===== src/rtl/uart_asc_pkg.sv =====
// Shared constants and FSM encoding for the UART hex-ASCII transmit/receive pair.
// Both the transmit serialiser and the receive-side decoder import this package.
package uart_asc_pkg;

  localparam logic [7:0] ASC_0  = 8'h30;
  localparam logic [7:0] ASC_UA = 8'h41;
  localparam logic [7:0] ASC_LA = 8'h61;
  localparam logic [7:0] ASC_LF = 8'h0A;

  localparam int NCHAR = 24;

  typedef enum logic [1:0] {
    IDLE = 2'd0,
    SEND = 2'd1,
    FIN  = 2'd2
  } asc_state_t;

endpackage


===== src/rtl/hex_nibble_asc.sv =====
// Converts one 4-bit nibble to its hex ASCII character, with selectable letter case.
module hex_nibble_asc
  import uart_asc_pkg::*;
(
  input  logic [3:0] nibble,
  input  logic       upper,
  output logic [7:0] ascii
);

  always_comb begin
    if (nibble < 4'd10) begin
      ascii = ASC_0 + {4'h0, nibble};
    end else begin
      ascii = (upper ? ASC_UA : ASC_LA) + {4'h0, nibble} - 8'd10;
    end
  end

endmodule


===== src/rtl/uart_num_asc.sv =====
// Serialises three captured 32-bit words as 24 hex ASCII characters (x, y, z; MSB nibble
// first) over a valid/ready byte interface, optionally followed by a terminator character.
module uart_num_asc
  import uart_asc_pkg::*;
#(
  parameter bit         UPPERCASE = 1'b1,
  parameter bit         TERM_EN   = 1'b0,
  parameter logic [7:0] TERM_CHAR = ASC_LF
) (
  input  logic        clk,
  input  logic        rst,
  input  logic [31:0] xdatain,
  input  logic [31:0] ydatain,
  input  logic [31:0] zdatain,
  input  logic        start,
  input  logic        clr,
  output logic [7:0]  tx_data,
  output logic        tx_valid,
  input  logic        tx_ready,
  output logic        busy,
  output logic        done
);

  localparam logic [4:0] LAST_IDX = TERM_EN ? 5'(NCHAR) : 5'(NCHAR - 1);

  asc_state_t  state;
  logic        start_d;
  logic        start_edge;
  logic        xfer;
  logic [95:0] shadow;
  logic [95:0] src;
  logic [4:0]  count;
  logic [4:0]  next_idx;
  logic [3:0]  nib;
  logic [7:0]  nib_asc;
  logic [7:0]  next_char;

  assign start_edge = start & ~start_d;
  assign xfer       = tx_valid & tx_ready;

  // The character for the next index is prepared ahead so tx_data can be registered;
  // in IDLE the source is the live inputs, since the shadow is being loaded the same cycle.
  always_comb begin
    src      = shadow;
    next_idx = count + 5'd1;
    if (state == IDLE) begin
      src      = {xdatain, ydatain, zdatain};
      next_idx = '0;
    end
    nib = '0;
    for (int k = 0; k < NCHAR; k++) begin
      if (next_idx == 5'(k)) begin
        nib = src[95 - 4*k -: 4];
      end
    end
    next_char = (TERM_EN && (next_idx == 5'(NCHAR))) ? TERM_CHAR : nib_asc;
  end

  hex_nibble_asc u_hex (
    .nibble (nib),
    .upper  (UPPERCASE),
    .ascii  (nib_asc)
  );

  always_ff @(posedge clk or posedge rst) begin
    if (rst) begin
      state    <= IDLE;
      start_d  <= 1'b0;
      shadow   <= '0;
      count    <= '0;
      tx_data  <= '0;
      tx_valid <= 1'b0;
      busy     <= 1'b0;
      done     <= 1'b0;
    end else begin
      start_d <= start;
      done    <= 1'b0;
      // clr wins over everything, including a start edge in the same cycle.
      if (clr) begin
        state    <= IDLE;
        count    <= '0;
        tx_data  <= '0;
        tx_valid <= 1'b0;
        busy     <= 1'b0;
      end else begin
        case (state)
          IDLE: begin
            if (start_edge) begin
              shadow   <= src;
              count    <= '0;
              tx_data  <= next_char;
              tx_valid <= 1'b1;
              busy     <= 1'b1;
              state    <= SEND;
            end
          end
          SEND: begin
            if (xfer) begin
              if (count == LAST_IDX) begin
                count    <= '0;
                tx_valid <= 1'b0;
                busy     <= 1'b0;
                done     <= 1'b1;
                state    <= FIN;
              end else begin
                count   <= next_idx;
                tx_data <= next_char;
              end
            end
          end
          FIN:     state <= IDLE;
          default: state <= IDLE;
        endcase
      end
    end
  end

endmodule


===== config.mk =====
export PLATFORM = sky130hd
export DESIGN_NAME = uart_num_asc
export DESIGN_NICKNAME = d
export VERILOG_FILES = /design/src/rtl/uart_asc_pkg.sv /design/src/rtl/hex_nibble_asc.sv /design/src/rtl/uart_num_asc.sv
export SDC_FILE = /design/constraint.sdc
export NUM_CORES = 1
export LEC_CHECK = 0
export CAP_MARGIN = 30
export CORE_ASPECT_RATIO = 0.8
export CORE_MARGIN = 5
export CORE_UTILIZATION = 30
export DETAILED_ROUTE_END_ITERATION = 7
export GPL_TIMING_DRIVEN = 0
export PLACE_DENSITY = 0.52
export SYNTH_ARGS = -nofsm -noshare
export SYNTH_HDL_FRONTEND = slang
export SYNTH_SLANG_ARGS = --single-unit

===== constraint.sdc =====
create_clock -name clk -period 10.5 [get_ports clk]
set_input_delay 1.575 -clock clk [delete_from_list [all_inputs] [get_ports clk]]
set_output_delay 1.575 -clock clk [all_outputs]
set_load 0.01 [all_outputs]

==> impl_metrics.py, run 1 <==
metrics = {
    "status": {
        "outcome": "finished clean",
    },
    "setup_path": {
        "crit_family": "buffers and inverters",
        "setup.worst_path.end_class": "flop",
        "slowest_delay_ns": 0.47,
        "arrival_ns": 4.31,
        "reg2reg_slack_ns": 6.50,
        "cpMostUsedCell": "buf_2",
        "start_kind": "flop",
        "crit_type": "flop to flop",
        "cp.required_ns": 10.82,
        "slowest_stage": "dfrtp_1",
        "cp_num_buf_inv": 4,
        "crit_chain": "ha_1, buf_2, buf_2, buf_2, mux2i_1, o21ai_0, nand4_1, o21ai_0, nor4_1, o211ai_1, inv_1, ha_1, a21boi_0, nand3_1, o311ai_1",
        "path_max_fanout": 10,
    },
    "grt": {
        "grt_pass1_wl_um": 31180,
        "grt.total_usage": 0.1811,
        "grt_overflow": 0,
        "grt_max_degree": 64,
        "grt_pass1_vias": 5220,
        "antenna_found_initial": 0,
    },
    "cts": {
        "cts_tree": "done",
        "cts_resized": 0,
        "cts.clk_slew.worst_paths_ns": 0.06,
        "clockBufferDepth": 2,
        "clockRootBuffer": "clkbuf_16",
        "clock_sinks": 113,
        "clkLatencyLatePin_ns": 0.42,
        "cts_setup_buffers": 0,
        "htreeDepth": 4,
        "cts_inserted_buffers": 17,
        "hold_buffers": 0,
    },
    "synthesis": {
        "synth_area_leaders": "dfrtp_1 47%, mux2_2 18%, mux2i_1 2.7%, nand2_1 1.9%, nor3_1 1.5%",
        "synth-async-reset-ratio": 1.000,
        "synth.ff_latch_count": 113,
        "syn_area_um2": 5969,
        "synth_cell_types": 72,
        "synth_edf_count": 0,
        "syn_area_per_cell_um2": 11.28,
        "yosysTopAreaCell": "dfrtp_1",
        "synth_ff_type": "dfrtp_1",
        "seq_area_frac_synth": 0.4737,
        "yosys.area.top_type_share": 0.4737,
        "syn_inst": 529,
        "yosys_warnings": 0,
        "synth_nets": 632,
    },
    "layout": {
        "mostFrequentLayoutCell": "dfrtp_1",
        "layout.nets": 762,
        "diodes": 0,
        "drive_gt1_frac": 0.2485,
        "layout_common_cells": "113 x dfrtp_1, 110 x clkdlybuf4s50_1, 98 x mux2_2",
        "area_growth_syn_to_layout_pct": 34.21,
        "finalInstanceArea_um2": 8011,
    },
    "placement": {
        "gp_congestion": 0.8572,
        "post_dp_cell_area_um2": 7431,
        "numPortBuffers": 110,
        "hpwl_um": 15330,
    },
    "timing": {
        "worstMarginPinSlew_ns": 0.9106,
        "max_freq_mhz": 250.2,
        "slew_headroom": 0.3873,
        "holdWs_ns": 0.4697,
        "setup-violations-final": 0,
        "finalCritPeriodShare": 0.3806,
        "skew_ns": 0.009815,
        "slew_violations": 0,
        "tns_ns": 0,
        "report.final.hold_viol_count": 0,
        "fin_crit_ns": 3.996,
        "rsz0062_at_grt": "false",
    },
    "pwr": {
        "p_leak_uw": 0.003192,
        "irDropWorstVdd_uv": 93.87,
        "cellPowerDensity_nw_per_um2": 230.3,
    },
    "routing": {
        "ant_nets": 0,
        "wl_um": 20430,
        "vias_per_cell": 5.247,
        "vias": 4911,
        "drc": 0,
        "drt_iter0_markers": 430,
        "wl_per_cell_um": 21.82,
        "firstDrtPassIters": 7,
    },
    "floorplanning": {
        "initial_core_util": 0.3033,
        "core_area_um2": 19680,
        "core.rowCount": 46,
        "die-area_um2": 22840,
        "die_h_um": 136.2,
        "pin_count": 112,
        "die_w_um": 167.7,
    },
    "run": {
        "maxCapViolations": 0,
    },
    "min_path": {
        "hp-class": "flop to flop",
    },
}
## tightest hold or removal path, stage by stage, from the launching register on
cell and delay, ns:
dfrtp_1 0.34, nand2_1 0.05, nand2_1 0.05
## flip-flops by register name (all words and copies together), names as in the netlist
signal   count
state        2
shadow      96
count        5
done         1
start_d      1
tx_data      7
busy         1
## synthesized netlist by cell type, types with 3 or more instances
cell and n:
o22a_1 4, o31ai_1 6, nor2_1 24, buf_6 3, nand2_1 31, a22oi_1 3, mux2i_1 16, a211oi_1 12
inv_1 6, mux2_2 98, or3_1 7, nand2b_1 8, buf_4 4, nor4_1 4, dfrtp_1 113, o32a_1 5
a22o_1 3, nand3b_1 3, buf_2 16, and2_1 5, o21ai_0 14, nor2b_1 4, o21bai_1 3, clkbuf_1 14
a21oi_1 15, o22ai_1 6, nor3_1 18, nand4_1 7, o32ai_1 5, or4_1 5, nand3_1 14
## metal layers
metal  wire length [um]  track usage  vias up
li1                   -            -     2237
met1              10140       0.2642     2453
met2               8678       0.2631      201
met3               1339      0.04884       20
met4                265      0.05273        0
met5                  0            0        -
## power breakdown
group / internal, uW / switching (uW) / total [uW] / leakage [uW]
registers: 592 / 101 / 693 / 0.00136
logic: 287 / 288 / 576 / 0.00156
clock network: 354 / 222 / 576 / 0.000267
total: 1230 / 612 / 1840 / 0.00319
## stage by stage
stage | util | setup WS (ns) | std cells | power (uW)
CTS | 0.4070 | 6.563 | 936 | 1853
global placement | 0.3760 | 4.231 | 903 | 1259
finish | 0.4070 | 6.504 | 936 | 1845
floorplan | - | 5.938 | 529 | 1033
detailed placement | 0.3775 | 6.170 | 904 | 1272
global route | 0.4070 | 6.154 | 936 | 1943
## path summary, 6_finish.rpt
check | start | to | cells past startpoint
worst max register to register | count[0] | tx_data[2] | 15
min in group asynchronous | rst | shadow[86] | 2
worst min-delay path | tx_data[5] | tx_data[5] | 2
worst min register to register | tx_data[5] | tx_data[5] | 2
worst max-delay path | count[0] | tx_data[2] | 15
max in group asynchronous | rst | shadow[39] | 3
## layout make-up
| class | count | area [um^2] |
|---|---|---|
| fill | 1935 | 11670 |
| multi-input combinational | 372 | 2919 |
| sequential | 113 | 2828 |
| timing repair buffer | 111 | 1129 |
| clock buffer | 19 | 442.9 |
| tap | 264 | 330.3 |
| buffer | 37 | 196.4 |
| clock inverter | 13 | 137.6 |
| inverter | 7 | 28.78 |
## cell families after synthesis
family | share of synthesized area
mux | 0.2155
flops | 0.4737
xor+xnor | 0.01258
compound gates | 0.1216
other cells | 0.0006282
simple gates | 0.1346
buf+inv | 0.03731
fa+ha+maj | 0.004191
Note: power is estimated with default switching activity, not from simulation.
==> run 2, diff against run 1 <==
Clock period 10.5 ns to 3.9 ns, I/O delays scaled along.
==> impl_metrics.py, run 2 (synthesis results as in run 1) <==
metrics = {
    "status": {
        "outcome": "finished clean",
    },
    "floorplanning": {
        "core_area_um2": 19680,
        "pin_count": 112,
        "die_w_um": 167.7,
        "core.rowCount": 46,
        "initial_core_util": 0.3033,
        "die_h_um": 136.2,
        "die-area_um2": 22840,
    },
    "routing": {
        "drt_iter0_markers": 397,
        "drc": 0,
        "vias": 4926,
        "wl_per_cell_um": 21.88,
        "firstDrtPassIters": 6,
        "ant_nets": 0,
        "vias_per_cell": 5.263,
        "wl_um": 20480,
    },
    "timing": {
        "skew_ns": 0.009011,
        "slew_violations": 0,
        "finalCritPeriodShare": 0.9346,
        "setup-violations-final": 0,
        "slew_headroom": 0.3976,
        "worstMarginPinSlew_ns": 0.8953,
        "max_freq_mhz": 274.3,
        "fin_crit_ns": 3.645,
        "report.final.hold_viol_count": 0,
        "fin_ws_ns": 0.2550,
    },
    "grt": {
        "grt_pass1_wl_um": 31180,
        "grt_pass1_vias": 5220,
        "grt_max_degree": 64,
        "grt_overflow": 0,
        "antenna_found_initial": 0,
        "grt.total_usage": 0.1811,
    },
    "setup_path": {
        "cp_num_buf_inv": 4,
        "crit_type": "flop to flop",
        "arrival_ns": 3.96,
        "slowest_delay_ns": 0.46,
        "reg2reg_slack_ns": 0.25,
        "cp.required_ns": 4.21,
        "path_max_fanout": 10,
        "crit_chain": "ha_4, clkbuf_4, buf_4, buf_4, mux2i_1, o21ai_0, nand4_1, o21ai_0, nor4_1, o211ai_1, inv_1, ha_1, a21boi_1, nand3_1, o311ai_1",
        "setup.worst_path.end_class": "flop",
        "slowest_stage": "dfrtp_1",
        "crit_family": "buffers and inverters",
        "start_kind": "flop",
    },
    "pwr": {
        "p_leak_uw": 0.003189,
        "irDropWorstVdd_uv": 251.9,
        "cellPowerDensity_nw_per_um2": 620.2,
    },
    "layout": {
        "drive_gt1_frac": 0.2515,
        "fillers": 1933,
        "largest_reg_flops": 96,
        "area_growth_syn_to_layout_pct": 34.75,
        "top_regs": "shadow: 96 flops, tx_data: 7 flops, count: 5 flops",
        "mostFrequentLayoutCell": "dfrtp_1",
        "diodes": 0,
        "layout_common_cells": "112 x dfrtp_1, 110 x clkdlybuf4s50_1, 98 x mux2_2",
        "largest_register": "shadow",
        "layout.nets": 762,
        "utilization": 0.4087,
    },
    "placement": {
        "dp_slack_ns": -0.01038,
        "hpwl_um": 15330,
        "gp_congestion": 0.8572,
        "numPortBuffers": 110,
    },
    "run": {
        "maxCapViolations": 0,
    },
    "cts": {
        "cts_inserted_buffers": 17,
        "clock_sinks": 113,
        "cts_tree": "done",
        "clockRootBuffer": "clkbuf_16",
        "cts.clk_slew.worst_paths_ns": 0.06,
        "hold_buffers": 0,
        "clkLatencyLatePin_ns": 0.42,
        "clockBufferDepth": 2,
        "htreeDepth": 4,
    },
    "min_path": {
        "hp-class": "flop to flop",
    },
}
run 2: final timing paths:
kind | end | start | depth (start not counted)
worst max-delay path | tx_data[2] | count[1] | 15
worst min register to register | tx_data[5] | tx_data[5] | 2
max in group asynchronous | shadow[39] | rst | 3
worst max register to register | tx_data[2] | count[1] | 15
worst min-delay path | tx_data[5] | tx_data[5] | 2
min in group asynchronous | shadow[86] | rst | 2
run 2: routing by layer:
metal  vias up  GRT usage  part of all wire
met3        30    0.04884             0.063
met5         -          0                 0
met1      2456     0.2642              0.50
met4         0    0.05273             0.016
li1       2236          -                 -
met2       204     0.2631              0.42
run 2: cell type report:
cell class,count,area [um^2],share of cell area
Multi-Input combinational cell,372,2932,0.3644
Tap cell,264,330.3,0.04106
Clock buffer,19,442.9,0.05506
Inverter,7,28.78,0.003578
Buffer,37,215.2,0.02675
Timing Repair Buffer,111,1129,0.1403
Clock inverter,13,137.6,0.01711
Sequential cell,113,2829,0.3517
run 2: worst min-delay path: cells and delay by family (launching register included):
family	cells	cell delay [ns]
and+or+nand+nor	2	0.10
DFF	1	0.34
run 2: report_power, final:
| part | total [uW] | switching, uW | internal, uW | leakage (uW) |
|---|---|---|---|---|
| combinational | 1570 | 782 | 790 | 0.00156 |
| sequential | 1870 | 274 | 1590 | 0.00136 |
| clock | 1550 | 595 | 954 | 0.000267 |
| total | 4990 | 1650 | 3340 | 0.00319 |
run 2: stage by stage:
| step | cells | total power [uW] | setup TNS [ns] | hold slack (ns) | area, um^2 |
|---|---|---|---|---|---|
| after global placement | 903 | 3389 | -154.58 | 0.4608 | 7401 |
| after floorplan | 529 | 2780 | 0 | 0.4695 | 5969 |
| after CTS | 936 | 4991 | 0 | 0.4774 | 8014 |
| after detailed placement | 904 | 3425 | -0.01038 | 0.4638 | 7431 |
| final | 936 | 4989 | 0 | 0.4697 | 8044 |
| after global routing | 936 | 5253 | -0.003278 | 0.5036 | 8044 |
run 2: timing repair:
action | 4_1_cts | 5_1_grt
setup buffers | 0 | 0
pin swaps | 0 | 2
endpoints found under the hold margin | 0 | 0
gates resized for setup | 1 | 12
setup endpoints to repair | 1 | 4
==> run 3, diff against run 2 <==
Settings changed: SLEW_MARGIN set to 20.
==> impl_metrics.py, run 3 (synthesis results as in run 1) <==
metrics = {
    "cts": {
        "cts_inserted_buffers": 17,
        "htreeDepth": 4,
        "clkLatencyLatePin_ns": 0.43,
        "hold_buffers": 0,
        "cts.clk_slew.worst_paths_ns": 0.05,
        "cts_tree": "done",
        "clockRootBuffer": "clkbuf_16",
        "cts_setup_buffers": 0,
        "clock_sinks": 113,
        "clockBufferDepth": 2,
    },
    "timing": {
        "skew_ns": 0.01370,
        "finalCritPeriodShare": 0.9317,
        "fin_crit_ns": 3.633,
        "worstMarginPinSlew_ns": 0.8673,
        "max_freq_mhz": 275.2,
        "slew_violations": 0,
        "setup-violations-final": 0,
        "slew_headroom": 0.4165,
        "tns_ns": 0,
        "rsz0062_at_grt": "false",
        "report.final.hold_viol_count": 0,
        "holdWs_ns": 0.4737,
    },
    "layout": {
        "layout_common_cells": "112 x dfrtp_1, 110 x clkdlybuf4s50_1, 98 x mux2_2",
        "drive_gt1_frac": 0.2515,
        "fillers": 1944,
        "top_regs": "shadow: 96 flops, tx_data: 7 flops, count: 5 flops",
        "largest_register": "shadow",
        "diodes": 0,
        "mostFrequentLayoutCell": "dfrtp_1",
        "largest_reg_flops": 96,
        "utilization": 0.4095,
        "layout.nets": 762,
        "finalInstanceArea_um2": 8060,
        "area_growth_syn_to_layout_pct": 35.02,
    },
    "min_path": {
        "hp-class": "flop to flop",
    },
    "setup_path": {
        "cp.required_ns": 4.21,
        "path_max_fanout": 10,
        "arrival_ns": 3.94,
        "setup.worst_path.end_class": "flop",
        "start_kind": "flop",
        "crit_type": "flop to flop",
        "reg2reg_slack_ns": 0.27,
    },
    "grt": {
        "grt_pass1_wl_um": 31130,
        "grt_max_degree": 64,
        "grt_pass1_vias": 5219,
        "grt_overflow": 0,
        "antenna_found_initial": 0,
        "grt.total_usage": 0.1807,
    },
    "floorplanning": {
        "core.rowCount": 46,
        "initial_core_util": 0.3033,
        "pin_count": 112,
        "die_h_um": 136.2,
        "die-area_um2": 22840,
        "core_area_um2": 19680,
        "die_w_um": 167.7,
    },
    "routing": {
        "firstDrtPassIters": 5,
        "wl_per_cell_um": 21.56,
        "vias": 4884,
        "drt_iter0_markers": 365,
        "drc": 0,
        "ant_nets": 0,
        "vias_per_cell": 5.218,
        "wl_um": 20180,
    },
    "pwr": {
        "irDropWorstVdd_uv": 240.5,
        "cellPowerDensity_nw_per_um2": 622.1,
        "p_leak_uw": 0.003200,
        "p_int_uw": 3383,
        "p_sw_frac": 0.3253,
        "power.share.clock": 0.316,
        "p_seq_frac": 0.372,
        "combPwrFrac": 0.312,
        "p_switching_uw": 1631,
    },
    "placement": {
        "gp_congestion": 0.8572,
        "post_dp_cell_area_um2": 7433,
        "numPortBuffers": 110,
        "hpwl_um": 15330,
    },
    "status": {
        "outcome": "finished clean",
    },
    "run": {
        "maxCapViolations": 0,
    },
}
==> run 3: cell count changes in the layout (fill, tap and decap cells not counted) <==
cell / previous run / this run
clkinvlp_4: 6 / 5
inv_4: 1 / 0
clkinv_2: 3 / 4
inv_6: 1 / 2
clkbuf_8: 1 / 0
bufinv_16: 2 / 3
==> run 3: power groups by stage <==
stage / Sequential (uW) / Combinational (uW) / Clock (uW)
3_5_place_dp: 1880 / 1540 / 0
3_3_place_gp: 1870 / 1520 / 0
6_report: 1870 / 1560 / 1590
4_1_cts: 1860 / 1550 / 1620
2_1_floorplan: 1770 / 1010 / 0
5_1_grt: 1910 / 1700 / 1670
==> run 3: area by class of cell <==
type	instances	area (um^2)	area share
plain buffers	37	215.2	0.02670
clock buffers	18	429.2	0.05324
clock inverters	14	165.2	0.02049
inverters	7	31.28	0.003881
multi-input cells	372	2932	0.3637
flip-flops and latches	113	2829	0.3510
well taps	264	330.3	0.04098
repair buffers	111	1129	0.1400
==> run 3: worst paths after layout <==
kind,to,from,depth (start not counted)
worst max-delay path,tx_data[2],count[0],16
worst min-delay path,tx_data[5],tx_data[5],2
worst max register to register,tx_data[2],count[0],16
worst min register to register,tx_data[5],tx_data[5],2
max in group asynchronous,tx_data[2],rst,3
min in group asynchronous,shadow[86],rst,2
==> run 3: timing repair <==
action / 4_1_cts / 5_1_grt
pin swaps: 0 / 2
setup endpoints to repair: 1 / 4
hold endpoints to repair: 0 / 0
cloned: 0 / 0
resized for setup: 1 / 12
==> run 3: worst max-delay path, cell delays in order (launching register included) <==
cell      delay, ns
dfrtp_2        0.46
buf_6          0.18
buf_2          0.27
buf_6          0.23
clkbuf_4       0.26
clkbuf_4       0.26
nand3b_1       0.13
o21ai_0        0.10
nand4_1        0.12
o21ai_0        0.15
nor4_1         0.35
o211ai_1       0.25
inv_1          0.16
ha_1           0.17
a21boi_1       0.21
nand3_1        0.10
o311ai_1       0.13
==> run 3: per-stage QoR <==
stage | total power [uW] | worst slack, ns | std cells
6_report | 5014 | 0.2665 | 936
5_1_grt | 5287 | 0.01480 | 936
4_1_cts | 5035 | 0.06021 | 936
3_5_place_dp | 3423 | -0.01832 | 904
3_3_place_gp | 3389 | -1.379 | 903
2_1_floorplan | 2780 | 0.3276 | 529
==> run 3: layer usage <==
metal,routed length (um),global-route usage,vias to the layer above
li1,-,-,2239
met1,10150,0.2672,2427
met2,8644,0.2665,197
met3,1184,0.04186,21
met4,202,0.04642,0
met5,0,0,-
